### src/rtl/multi_core_perf_csr.sv
`default_nettype none
// ============================================================================
// Module      : multi_core_perf_csr
// Description : Register block exposing 64-bit extended system counters,
//               atomic snapshots, configuration and a threshold interrupt.
// Revision    : 1.0 - initial release
// ============================================================================
module multi_core_perf_csr #(
    parameter int NUM_CORES = 4
) (
    input  logic                 clk_i,
    input  logic                 rst_i,
    input  logic                 req_valid_i,
    output logic                 req_ready_o,
    input  logic                 req_write_i,
    input  logic [7:0]           req_addr_i,
    input  logic [31:0]          req_wdata_i,
    output logic                 rsp_valid_o,
    input  logic                 rsp_ready_i,
    output logic [31:0]          rsp_rdata_o,
    output logic                 rsp_error_o,
    input  logic [31:0]          total_instructions_i,
    input  logic [31:0]          total_cycles_i,
    input  logic [31:0]          cache_miss_count_i,
    input  logic [31:0]          sys_status_i,
    input  logic [NUM_CORES-1:0] core_active_i,
    output logic [31:0]          sys_config_o,
    output logic                 irq_o
);

    localparam logic [7:0] c_ADDR_CONFIG    = 8'h00;
    localparam logic [7:0] c_ADDR_STATUS    = 8'h04;
    localparam logic [7:0] c_ADDR_CTRL      = 8'h08;
    localparam logic [7:0] c_ADDR_CORE      = 8'h0C;
    localparam logic [7:0] c_ADDR_INSTR_LO  = 8'h10;
    localparam logic [7:0] c_ADDR_INSTR_HI  = 8'h14;
    localparam logic [7:0] c_ADDR_CYC_LO    = 8'h18;
    localparam logic [7:0] c_ADDR_CYC_HI    = 8'h1C;
    localparam logic [7:0] c_ADDR_MISS_LO   = 8'h20;
    localparam logic [7:0] c_ADDR_MISS_HI   = 8'h24;
    localparam logic [7:0] c_ADDR_IRQ_EN    = 8'h28;
    localparam logic [7:0] c_ADDR_IRQ_STAT  = 8'h2C;
    localparam logic [7:0] c_ADDR_THRESH_LO = 8'h30;
    localparam logic [7:0] c_ADDR_THRESH_HI = 8'h34;

    typedef enum logic [0:0] {
        ST_IDLE = 1'b0,
        ST_RESP = 1'b1
    } state_t;

    state_t      r_state;
    state_t      w_state_next;

    logic [31:0] r_config;
    logic        r_irq_en;
    logic        r_irq_stat;
    logic        r_irq;
    logic [31:0] r_thresh_lo;
    logic [31:0] r_thresh_hi;
    logic [31:0] r_rsp_rdata;
    logic        r_rsp_error;
    logic [31:0] r_prev    [3];
    logic [31:0] r_hi      [3];
    logic [31:0] r_snap_lo [3];
    logic [31:0] r_snap_hi [3];

    logic [31:0] w_cnt_in  [3];
    logic [31:0] w_hi_next [3];
    logic [31:0] w_core_ext;
    logic [31:0] w_rd_data;
    logic        w_mapped;
    logic        w_readable;
    logic        w_writable;
    logic        w_err;
    logic        w_accept;
    logic        w_wr_en;
    logic        w_snapshot;
    logic        w_clear;
    logic        w_irq_w1c;
    logic        w_irq_hit;

    assign req_ready_o  = (r_state == ST_IDLE);
    assign rsp_valid_o  = (r_state == ST_RESP);
    assign rsp_rdata_o  = r_rsp_rdata;
    assign rsp_error_o  = r_rsp_error;
    assign sys_config_o = r_config;
    assign irq_o        = r_irq;

    assign w_accept = req_valid_i & req_ready_o;
    assign w_cnt_in[0] = total_instructions_i;
    assign w_cnt_in[1] = total_cycles_i;
    assign w_cnt_in[2] = cache_miss_count_i;

    always_ff @(posedge clk_i or posedge rst_i) begin
        if (rst_i) begin
            r_state <= ST_IDLE;
        end else begin
            r_state <= w_state_next;
        end
    end

    always_comb begin
        w_state_next = r_state;
        case (r_state)
            ST_IDLE: if (w_accept)    w_state_next = ST_RESP;
            ST_RESP: if (rsp_ready_i) w_state_next = ST_IDLE;
            default:                  w_state_next = ST_IDLE;
        endcase
    end

    always_comb begin
        w_core_ext = '0;
        w_core_ext[NUM_CORES-1:0] = core_active_i;
    end

    // Address decode: read value plus access legality for the current request
    always_comb begin
        w_rd_data  = '0;
        w_mapped   = 1'b1;
        w_readable = 1'b1;
        w_writable = 1'b0;
        case (req_addr_i)
            c_ADDR_CONFIG:    begin w_rd_data = r_config; w_writable = 1'b1; end
            c_ADDR_STATUS:    w_rd_data = sys_status_i;
            c_ADDR_CTRL:      begin w_readable = 1'b0; w_writable = 1'b1; end
            c_ADDR_CORE:      w_rd_data = w_core_ext;
            c_ADDR_INSTR_LO:  w_rd_data = r_snap_lo[0];
            c_ADDR_INSTR_HI:  w_rd_data = r_snap_hi[0];
            c_ADDR_CYC_LO:    w_rd_data = r_snap_lo[1];
            c_ADDR_CYC_HI:    w_rd_data = r_snap_hi[1];
            c_ADDR_MISS_LO:   w_rd_data = r_snap_lo[2];
            c_ADDR_MISS_HI:   w_rd_data = r_snap_hi[2];
            c_ADDR_IRQ_EN:    begin w_rd_data = {31'b0, r_irq_en}; w_writable = 1'b1; end
            c_ADDR_IRQ_STAT:  begin w_rd_data = {31'b0, r_irq_stat}; w_writable = 1'b1; end
            c_ADDR_THRESH_LO: begin w_rd_data = r_thresh_lo; w_writable = 1'b1; end
            c_ADDR_THRESH_HI: begin w_rd_data = r_thresh_hi; w_writable = 1'b1; end
            default:          w_mapped = 1'b0;
        endcase
    end

    assign w_err = ~w_mapped | (req_addr_i[1:0] != 2'b00)
                 | (req_write_i & ~w_writable) | (~req_write_i & ~w_readable);
    assign w_wr_en    = w_accept & req_write_i & ~w_err;
    assign w_snapshot = w_wr_en & (req_addr_i == c_ADDR_CTRL) & req_wdata_i[0];
    assign w_clear    = w_wr_en & (req_addr_i == c_ADDR_CTRL) & req_wdata_i[1];
    assign w_irq_w1c  = w_wr_en & (req_addr_i == c_ADDR_IRQ_STAT) & req_wdata_i[0];
    assign w_irq_hit  = r_irq_en
                      & ({r_hi[0], total_instructions_i} >= {r_thresh_hi, r_thresh_lo});

    // Clear has priority over a wrap detected on the same edge
    always_comb begin
        for (int k = 0; k < 3; k++) begin
            w_hi_next[k] = w_clear ? 32'd0
                         : r_hi[k] + {31'b0, (w_cnt_in[k] < r_prev[k])};
        end
    end

    always_ff @(posedge clk_i or posedge rst_i) begin
        if (rst_i) begin
            for (int k = 0; k < 3; k++) begin
                r_prev[k]    <= '0;
                r_hi[k]      <= '0;
                r_snap_lo[k] <= '0;
                r_snap_hi[k] <= '0;
            end
        end else begin
            for (int k = 0; k < 3; k++) begin
                r_prev[k] <= w_cnt_in[k];
                r_hi[k]   <= w_hi_next[k];
                if (w_snapshot) begin
                    r_snap_lo[k] <= w_cnt_in[k];
                    r_snap_hi[k] <= w_hi_next[k];
                end
            end
        end
    end

    always_ff @(posedge clk_i or posedge rst_i) begin
        if (rst_i) begin
            r_config    <= '0;
            r_irq_en    <= 1'b0;
            r_irq_stat  <= 1'b0;
            r_irq       <= 1'b0;
            r_thresh_lo <= '0;
            r_thresh_hi <= '0;
            r_rsp_rdata <= '0;
            r_rsp_error <= 1'b0;
        end else begin
            if (w_wr_en && req_addr_i == c_ADDR_CONFIG)    r_config    <= req_wdata_i;
            if (w_wr_en && req_addr_i == c_ADDR_IRQ_EN)    r_irq_en    <= req_wdata_i[0];
            if (w_wr_en && req_addr_i == c_ADDR_THRESH_LO) r_thresh_lo <= req_wdata_i;
            if (w_wr_en && req_addr_i == c_ADDR_THRESH_HI) r_thresh_hi <= req_wdata_i;
            // A threshold hit outranks a same-cycle write-1-to-clear
            if (w_irq_hit)      r_irq_stat <= 1'b1;
            else if (w_irq_w1c) r_irq_stat <= 1'b0;
            r_irq <= r_irq_stat & r_irq_en;
            if (w_accept) begin
                r_rsp_rdata <= (w_err | req_write_i) ? 32'd0 : w_rd_data;
                r_rsp_error <= w_err;
            end
        end
    end

endmodule
`default_nettype wire
### config.mk
export PLATFORM = sky130hd
export DESIGN_NAME = multi_core_perf_csr
export DESIGN_NICKNAME = d
export VERILOG_FILES = /design/src/rtl/multi_core_perf_csr.sv
export SDC_FILE = /design/constraint.sdc
export NUM_CORES = 1
export LEC_CHECK = 0
export CAP_MARGIN = 25
export CORE_ASPECT_RATIO = 0.7
export CORE_MARGIN = 4
export CORE_UTILIZATION = 30
export CTS_CLUSTER_DIAMETER = 120
export DETAILED_ROUTE_END_ITERATION = 7
export MAX_ROUTING_LAYER = met4
export SLEW_MARGIN = 20
export SYNTH_ARGS = -nofsm -noshare
export SYNTH_HDL_FRONTEND = slang
export SYNTH_SLANG_ARGS = --single-unit
### constraint.sdc
create_clock -name clk_i -period 23.5 [get_ports clk_i]
set_clock_uncertainty 0.15 [all_clocks]
set_input_delay 4.7 -clock clk_i [delete_from_list [all_inputs] [get_ports clk_i]]
set_output_delay 4.7 -clock clk_i [all_outputs]
set_load 0.05 [all_outputs]
==> results_dict.tcl, run 1 <==
set metrics [dict create \
    antenna_left 0 \
    clkTransAtPathRegs_ns 0.07 \
    clock.fmax_mhz 108.5 \
    route.vias.total 19854 \
    place_congestion 0.9478 \
    htree_levels 2 \
    nets 3005 \
    drt-vias-per-instance 5.170 \
    critical_path_arrival_ns 9.57 \
    grt_start_max_net_pins 125 \
    yosys_warnings 0 \
    core_um2 83130 \
    io_buffer_count 244 \
    post_cts_resized 0 \
    first_global_vias 19447 \
    fillCellCount 8265 \
    seq_area_um2 12940 \
    synth_area_um2 25410 \
    die_h_um 251.5 \
    wl_per_cell_um 23.42 \
    stdcell_area_um2 30850 \
    rsz0062_at_grt "no" \
    fp-row-count 88 \
    die_w_um 355.9 \
    syn_avg_cell_area_um2 10.42 \
    cts_made_buffers 51 \
    clkSinkCount 517 \
    synth_edf_count 0 \
    p_leak_nw 14.41 \
    drc_errors 0 \
    synthFlopType "dfrtp_1" \
    synth.most_common_cell "dfrtp_1" \
    synth_top_cell_area_share_pct 50.91 \
    cts-root-buf "clkbuf_16" \
    overflow 0 \
    netlist_instances 2439 \
    synth-seq-cells 517 \
    clockBufferDepth 3 \
    relSlewSlack_pct 30.07 \
    grtUsageTotal_pct 20.31 \
    drt-pass1-iter-count 7 \
    crit_type "in2reg" \
    worstSetupStartpointType "input pin" \
    antenna_found_initial 10 \
    placed_area_um2 28960 \
    yosys-top-cells-area "dfrtp_1, ha_1, nand2_1, mux2_2, inv_1" \
    outcome "finished, final reports clean" \
    synthArstFlopShare_pct 100.0 \
    synthesis.nets 2779 \
    ys_top_cells_by_count "dfrtp_1, nand2_1, inv_1" \
    endpoint_kind "flop" \
    cts_tree "done" \
    post-cts-setup-buffer-count 0 \
    drtIter0Drc 1964 \
    syn_to_final_growth_pct 21.41 \
    setup_viol 0 \
    ios 245 \
    drv_slew 0 \
    initial_utilization_pct 30.57 \
    layout_min_cycle_time_ns 9.217 \
    fin_crit_sh_pct 39.22 \
    drive_above_1_share_pct 10.75 \
    yosys.area.top_type "dfrtp_1" \
    grt_pass1_wl_mm 131.6 \
    multi_input_area_um2 11240 \
    clk_latency_ns 0.62 \
    critical_path_required_ns 23.85 \
    worst_slew_pin_slew_ns 1.042 \
    die_area_um2 89500 \
    hold_viol_final 0 \
    hold_buffers 0 \
    cp_max_fo 8 \
    fin_tns_setup_ns 0 \
    min_path_type "reg2reg" \
    synth-seq-area-share_pct 50.91 \
    p_per_area_nw_per_um2 66.59 \
    hpwl_mm 67.23 \
    wl_mm 89.92 \
    maxCapViolCount 0 \
    peakVddDrop_mv 0.04954 \
    ys_types 69 \
]
## cell families after synthesis
| family | after synthesis | synth area share [%] |
|---|---|---|
| AOI/OAI and AO/OA | 403 | 11.10 |
| xor gates and xnor gates | 91 | 3.137 |
| adders and majority gates | 163 | 8.026 |
| buffers and inverters | 280 | 5.062 |
| DFF | 517 | 50.91 |
| muxes | 160 | 7.164 |
| and+or+nand+nor | 825 | 14.59 |
## cell usage in the layout, fill, tap and decap left out, drive strengths merged, types with 8 or more instances in the layout
cell	synthesis	routed
nor2	155	155
a21oi	63	63
inv	169	173
bufinv	0	9
dfrtp	517	517
nand3	70	70
a22o	34	34
clkbuf	34	65
and4	10	10
diode	0	8
a22oi	59	59
clkdlybuf4s50	0	243
xor2	57	57
a21o	9	9
a211oi	21	21
mux2	145	145
o211ai	11	11
nand2b	8	8
a221oi	18	18
nand2	454	454
and3	29	29
nor3	25	25
xnor2	34	34
ha	163	163
buf	77	40
and2	12	12
o21ai	82	82
mux2i	12	12
nand4	39	39
o31ai	43	43
nor4	9	9
clkinv	0	14
a222oi	19	19
a32oi	8	8
## final cells by class
cell class | instances | share of cell area, %
antenna | 8 | 0.06489
sequential | 517 | 41.94
clock inverter | 31 | 1.351
timing repair buffer | 284 | 8.995
tap | 1125 | 4.563
inverter | 169 | 2.081
multi-input combinational | 1642 | 36.42
clock buffer | 64 | 4.587
## layer usage
layer / global-route usage [%] / wire length (µm) / share of wire (%)
met4: 5.039 / 2258 / 2.5
met2: 27.31 / 36060 / 40
met3: 7.314 / 10320 / 11
met5: - / 0 / 0
met1: 28.77 / 41280 / 46
## metrics by stage
stage / total power, mW / worst slack (ns) / hold slack, ns / utilization [%] / cells
2_1_floorplan: 1.060 / 4.208 / 0.2809 / - / 2439
3_3_place_gp: 1.154 / 13.46 / 0.3010 / 34.79 / 3732
3_5_place_dp: 1.156 / 13.67 / 0.3059 / 34.84 / 3735
4_1_cts: 2.063 / 14.29 / 0.3195 / 37.05 / 3830
5_1_grt: 2.131 / 13.92 / 0.3358 / 37.11 / 3839
6_report: 2.054 / 14.28 / 0.3143 / 37.11 / 3840
## flip-flops by register name (all words and copies together), names as in the netlist
register	count
r_thresh_hi	32
r_hi	96
rsp_rdata_o	32
rsp_valid_o	1
r_snap_hi	96
sys_config_o	32
irq_o	1
r_thresh_lo	32
rsp_error_o	1
r_irq_stat	1
r_irq_en	1
r_snap_lo	96
r_prev	96
## critical path, cell delays in order
cell,delay (ns)
clkdlybuf4s50_1,0.44
ha_1,0.33
a2111oi_0,0.39
o21ai_0,0.14
a31o_2,0.28
a221oi_1,0.46
nor3_1,0.10
nor3_1,0.61
ha_1,0.30
ha_1,0.24
nand2_1,0.10
nor3_1,0.44
and3_1,0.48
nand4_1,0.16
xor2_1,0.18
o31ai_1,0.22
## path summary, 6_finish.rpt
kind                                           start                         to  slack [ns]  cells past startpoint
min in group asynchronous                      rst_i       r_prev[73]$_DFF_PP0_        4.52                      2
hold / removal             r_snap_lo[80]$_DFFE_PP0P_  r_snap_lo[80]$_DFFE_PP0P_        0.31                      2
setup reg to reg                r_prev[11]$_DFF_PP0_  r_snap_hi[18]$_DFFE_PP0P_       18.51                     16
setup / recovery              cache_miss_count_i[11]  r_snap_hi[18]$_DFFE_PP0P_       14.28                     16
hold reg to reg            r_snap_lo[80]$_DFFE_PP0P_  r_snap_lo[80]$_DFFE_PP0P_        0.31                      2
max in group asynchronous                      rst_i         r_hi[87]$_DFF_PP0_       15.57                      5
## where the power goes
part           total [mW]  internal, mW  switching [mW]
Sequential          0.938         0.916          0.0218
Clock               0.910         0.528           0.382
Combinational       0.206        0.0803           0.126
Total                2.05          1.52           0.530
Power figures use the tool's default switching activity.
==> run 2: changes to the inputs <==
clock period = 9.5 ns   (was 23.5 ns; I/O delays follow)
==> results_dict.tcl, run 2 (synthesized netlist as in run 1, its figures left out) <==
set metrics [dict create \
    outcome "finished, final reports clean" \
    initial_utilization_pct 30.57 \
    post-cts-setup-buffer-count 0 \
    critical_path_arrival_ns 6.79 \
    nets 3000 \
    drc_errors 0 \
    cts-root-buf "clkbuf_16" \
    final_common_cell "dfrtp_1" \
    die_w_um 355.9 \
    relSlewSlack_pct 25.96 \
    io_buffer_count 244 \
    cts_made_buffers 51 \
    grt_pass1_wl_mm 132.6 \
    p_leak_nw 14.34 \
    endpoint_kind "flop" \
    layout_min_cycle_time_ns 6.442 \
    worst_slew_pin_slew_ns 1.109 \
    hpwl_mm 68.02 \
    antenna_found_initial 11 \
    cts_tree "done" \
    hold_buffers 0 \
    die_area_um2 89500 \
    clockBufferDepth 3 \
    fp-row-count 88 \
    placed_area_um2 28980 \
    fin_tns_setup_ns 0 \
    regToRegStartpoint "r_prev[33]$_DFF_PP0_" \
    reg2regPathDepth 17 \
    stdcell_area_um2 30750 \
    clock.fmax_mhz 155.2 \
    dp_slack_ns 2.310 \
    clk_latency_ns 0.61 \
    grt_start_max_net_pins 171 \
    drive_above_1_share_pct 10.27 \
    hold_end "r_snap_lo[87]$_DFFE_PP0P_" \
    clkTransAtPathRegs_ns 0.06 \
    htree_levels 2 \
    drtIter0Drc 2439 \
    core_um2 83130 \
    route.vias.total 19835 \
    maxCapViolCount 0 \
    critical_path_required_ns 9.85 \
    drt-vias-per-instance 5.177 \
    rsz0062_at_grt "no" \
    overflow 0 \
    cp_max_fo 5 \
    hold_viol_final 0 \
    post_cts_resized 0 \
    hold_depth 2 \
    clkSinkCount 517 \
    worstSetupStartpointType "input pin" \
    drt-pass1-iter-count 8 \
    peakVddDrop_mv 0.1245 \
    ios 245 \
    place_congestion 0.9105 \
    die_h_um 251.5 \
    reg2reg_slack_ns 4.52 \
    reg2reg_to "r_snap_hi[60]$_DFFE_PP0P_" \
    min_from "r_snap_lo[87]$_DFFE_PP0P_" \
    final_cell_mix "dfrtp_1, nand2_1, clkdlybuf4s50_1" \
    p_per_area_nw_per_um2 162.1 \
    min_path_type "reg2reg" \
    grtUsageTotal_pct 20.43 \
    crit_type "in2reg" \
    syn_to_final_growth_pct 21.02 \
    wl_per_cell_um 23.66 \
    drv_slew 0 \
    wl_mm 90.63 \
    fillCellCount 8278 \
    setup_viol 0 \
    antenna_left 0 \
    first_global_vias 19324 \
    fin_ws_ns 3.058 \
    fin_crit_sh_pct 67.81 \
]
==> run 2: metal layers <==
metal / up-vias / wire [µm] / global-route usage (%)
li1: 8957 / - / -
met1: 9932 / 42520 / 29.85
met2: 851 / 36920 / 28.22
met3: 95 / 9678 / 5.970
met4: 0 / 1515 / 3.386
met5: - / 0 / -
==> run 2: layout make-up <==
class,count,area [µm²],share of cell area [%]
flip-flops and latches,517,12940,42.07
multi-input cells,1642,11240,36.56
repair buffers,279,2758,8.968
clock buffers,76,1521,4.948
well taps,1125,1408,4.577
inverters,169,638.1,2.075
clock inverters,14,222.7,0.7243
diodes,9,22.52,0.07324
==> run 2: how the worst max path moves through the flow <==
stage | start | to | slack [ns] | cells after the start
2_1_floorplan | rst_i | irq_o$_DFF_PP0_ | 0.43 | 1
3_3_place_gp | total_cycles_i[1] | r_snap_hi[48]$_DFFE_PP0P_ | 2.35 | 16
3_5_place_dp | total_cycles_i[1] | r_snap_hi[60]$_DFFE_PP0P_ | 2.31 | 16
4_1_cts | total_cycles_i[1] | r_snap_hi[60]$_DFFE_PP0P_ | 2.92 | 16
5_1_grt | total_cycles_i[1] | r_snap_hi[60]$_DFFE_PP0P_ | 2.55 | 17
6_report | total_cycles_i[1] | r_snap_hi[60]$_DFFE_PP0P_ | 3.06 | 17
==> run 2: worst max-delay path: stages <==
cell,delay (ns)
clkdlybuf4s50_1,0.47
ha_1,0.32
a21o_1,0.16
a21oi_1,0.14
o21ai_0,0.12
a2111oi_0,0.39
o21ai_0,0.14
clkbuf_4,0.20
a211oi_1,0.78
ha_1,0.39
ha_1,0.22
nand3_1,0.14
nor2_1,0.44
nand2_1,0.27
nor3b_1,0.32
xnor2_1,0.17
o31ai_1,0.22
==> run 2: through the flow <==
step | total power [mW] | utilization, % | hold slack, ns | instances
floorplan | 2.624 | - | 0.2809 | 2439
global placement | 2.858 | 34.79 | 0.2968 | 3728
detailed placement | 2.861 | 34.86 | 0.3062 | 3731
CTS | 5.014 | 36.96 | 0.3212 | 3821
global route | 5.180 | 36.99 | 0.3445 | 3831
finish | 4.986 | 36.99 | 0.3180 | 3831
==> run 2: where the power goes <==
| part | total, mW | switching, mW | internal [mW] |
|---|---|---|---|
| logic | 0.509 | 0.310 | 0.199 |
| clock network | 2.16 | 0.914 | 1.24 |
| registers | 2.32 | 0.0532 | 2.27 |
| total | 4.99 | 1.28 | 3.71 |
==> run 3: changes to the inputs <==
clock period = 6.6 ns   (was 9.5 ns; I/O delays follow)
==> results_dict.tcl, run 3 (synthesized netlist as in run 1, its figures left out) <==
set metrics [dict create \
    drt-pass1-iter-count 7 \
    antenna_found_initial 9 \
    io_buffer_count 244 \
    maxCapViolCount 0 \
    placed_area_um2 29110 \
    cts_tree "done" \
    die_w_um 355.9 \
    hold_viol_final 0 \
    clk_latency_ns 0.61 \
    stdcell_area_um2 30720 \
    p_int_mw 5.149 \
    rsz0062_at_grt "no" \
    min_path_type "reg2reg" \
    place_congestion 0.9247 \
    worstSetupStartpointType "input pin" \
    antenna_left 0 \
    wl_per_cell_um 23.92 \
    endpoint_kind "flop" \
    cts-root-buf "clkbuf_16" \
    post-cts-setup-buffer-count 0 \
    post_cts_resized 0 \
    clkSinkCount 517 \
    setup_viol 0 \
    cp_max_fo 5 \
    p_per_area_nw_per_um2 227.5 \
    outcome "finished, final reports clean" \
    hold_depth 2 \
    layout_min_cycle_time_ns 6.060 \
    drc_errors 0 \
    die_h_um 251.5 \
    drive_above_1_share_pct 10.39 \
    reg2regPathDepth 16 \
    fillCellCount 8245 \
    dr_wl_met2_mm 36.72 \
    die_area_um2 89500 \
    initial_utilization_pct 30.57 \
    wl_met3_mm 9.875 \
    fin_crit_sh_pct 91.82 \
    top_layer "met4" \
    critical_path_arrival_ns 6.35 \
    route.vias.total 20026 \
    clkTransAtPathRegs_ns 0.06 \
    wl_met1_mm 42.90 \
    grt_pass1_wl_mm 133.4 \
    fp-row-count 88 \
    finish.utilization_pct 36.96 \
    clock.fmax_mhz 165.0 \
    drt-vias-per-instance 5.223 \
    seq_area_um2 12940 \
    worst_slew_pin_slew_ns 1.165 \
    cts_made_buffers 49 \
    peakVddDrop_mv 0.1648 \
    grt_start_max_net_pins 154 \
    wl_mm 91.71 \
    power.switching_mw 1.840 \
    ios 245 \
    crit_type "in2reg" \
    relSlewSlack_pct 21.86 \
    grtUsageTotal_pct 20.68 \
    p_seq_share_pct 47.8 \
    switching_share_pct 26.33 \
    first_global_vias 19529 \
    clockBufferDepth 3 \
    syn_to_final_growth_pct 20.90 \
    critical_path_required_ns 6.89 \
    drv_slew 0 \
    power_frac_comb_pct 10.7 \
    final_common_cell "dfrtp_1" \
    clockPowerShare_pct 41.5 \
    core_um2 83130 \
    nets 3010 \
    overflow 0 \
    final_cell_mix "dfrtp_1, nand2_1, clkdlybuf4s50_1" \
    p_leak_nw 14.33 \
    hold_buffers 0 \
    hpwl_mm 68.54 \
    htree_levels 2 \
    multi_input_area_um2 11240 \
    drtIter0Drc 2635 \
]
[run 3: cell types whose count changed in the layout (fill, tap and decap cells not counted), sizes merged]
cell / previous run / this run
buf: 35 / 48
bufinv: 5 / 3
clkbuf: 77 / 71
clkinv: 5 / 7
clkinvlp: 3 / 5
diode: 9 / 5
inv: 170 / 168
[run 3: metrics by stage]
| step | setup TNS (ns) | hold WS, ns | setup WS, ns | std cells | total power, mW |
|---|---|---|---|---|---|
| after detailed placement | 0 | 0.3059 | 0.09100 | 3743 | 4.132 |
| final | 0 | 0.3182 | 0.5396 | 3834 | 6.989 |
| after global routing | 0 | 0.3435 | 0.2583 | 3833 | 7.261 |
| after floorplan | -978.30 | 0.2809 | -1.892 | 2439 | 3.777 |
| after global placement | -0.4623 | 0.3034 | -0.09122 | 3741 | 4.126 |
| after CTS | 0 | 0.3203 | 0.7229 | 3828 | 7.024 |
[run 3: worst paths after layout]
kind / endpoint / start / slack [ns]
setup / recovery: r_snap_hi[60]$_DFFE_PP0P_ / total_cycles_i[1] / 0.54
hold / removal: r_snap_lo[14]$_DFFE_PP0P_ / r_snap_lo[14]$_DFFE_PP0P_ / 0.32
setup reg to reg: r_snap_hi[60]$_DFFE_PP0P_ / r_prev[33]$_DFF_PP0_ / 1.47
hold reg to reg: r_snap_lo[14]$_DFFE_PP0P_ / r_snap_lo[14]$_DFFE_PP0P_ / 0.32
max in group asynchronous: r_prev[51]$_DFF_PP0_ / rst_i / 3.97
min in group asynchronous: r_prev[11]$_DFF_PP0_ / rst_i / 1.01
[run 3: routing by layer]
metal / vias up / GRT usage (%)
li1: 8966 / -
met2: 929 / 27.66
met5: - / -
met4: 0 / 5.202
met3: 116 / 5.811
met1: 10015 / 30.41
[run 3: critical path, cell delays in order]
cell,delay (ns)
clkdlybuf4s50_1,0.50
ha_1,0.33
a21o_1,0.16
a21oi_1,0.13
o21ai_0,0.12
a2111oi_0,0.40
o21ai_1,0.32
a211oi_1,1.01
ha_1,0.41
ha_1,0.22
nand3_1,0.14
nor2_1,0.42
nand2_1,0.25
nor3b_1,0.30
xnor2_1,0.20
o31ai_1,0.09
[run 3: final cells by class]
class	count	area share, %
clock inverters	14	0.5172
inverters	169	2.077
diodes	5	0.04073
clock buffers	71	4.586
repair buffers	291	9.498
multi-input cells	1642	36.59
flip-flops and latches	517	42.11
well taps	1125	4.582
[run 3: power by group through the flow]
| stage | Clock [mW] | Sequential, mW | Combinational, mW |
|---|---|---|---|
| 2_1_floorplan | 0 | 3.39 | 0.387 |
| 3_3_place_gp | 0 | 3.40 | 0.730 |
| 3_5_place_dp | 0 | 3.39 | 0.738 |
| 4_1_cts | 2.94 | 3.34 | 0.743 |
| 5_1_grt | 3.08 | 3.35 | 0.831 |
| 6_report | 2.90 | 3.34 | 0.751 |
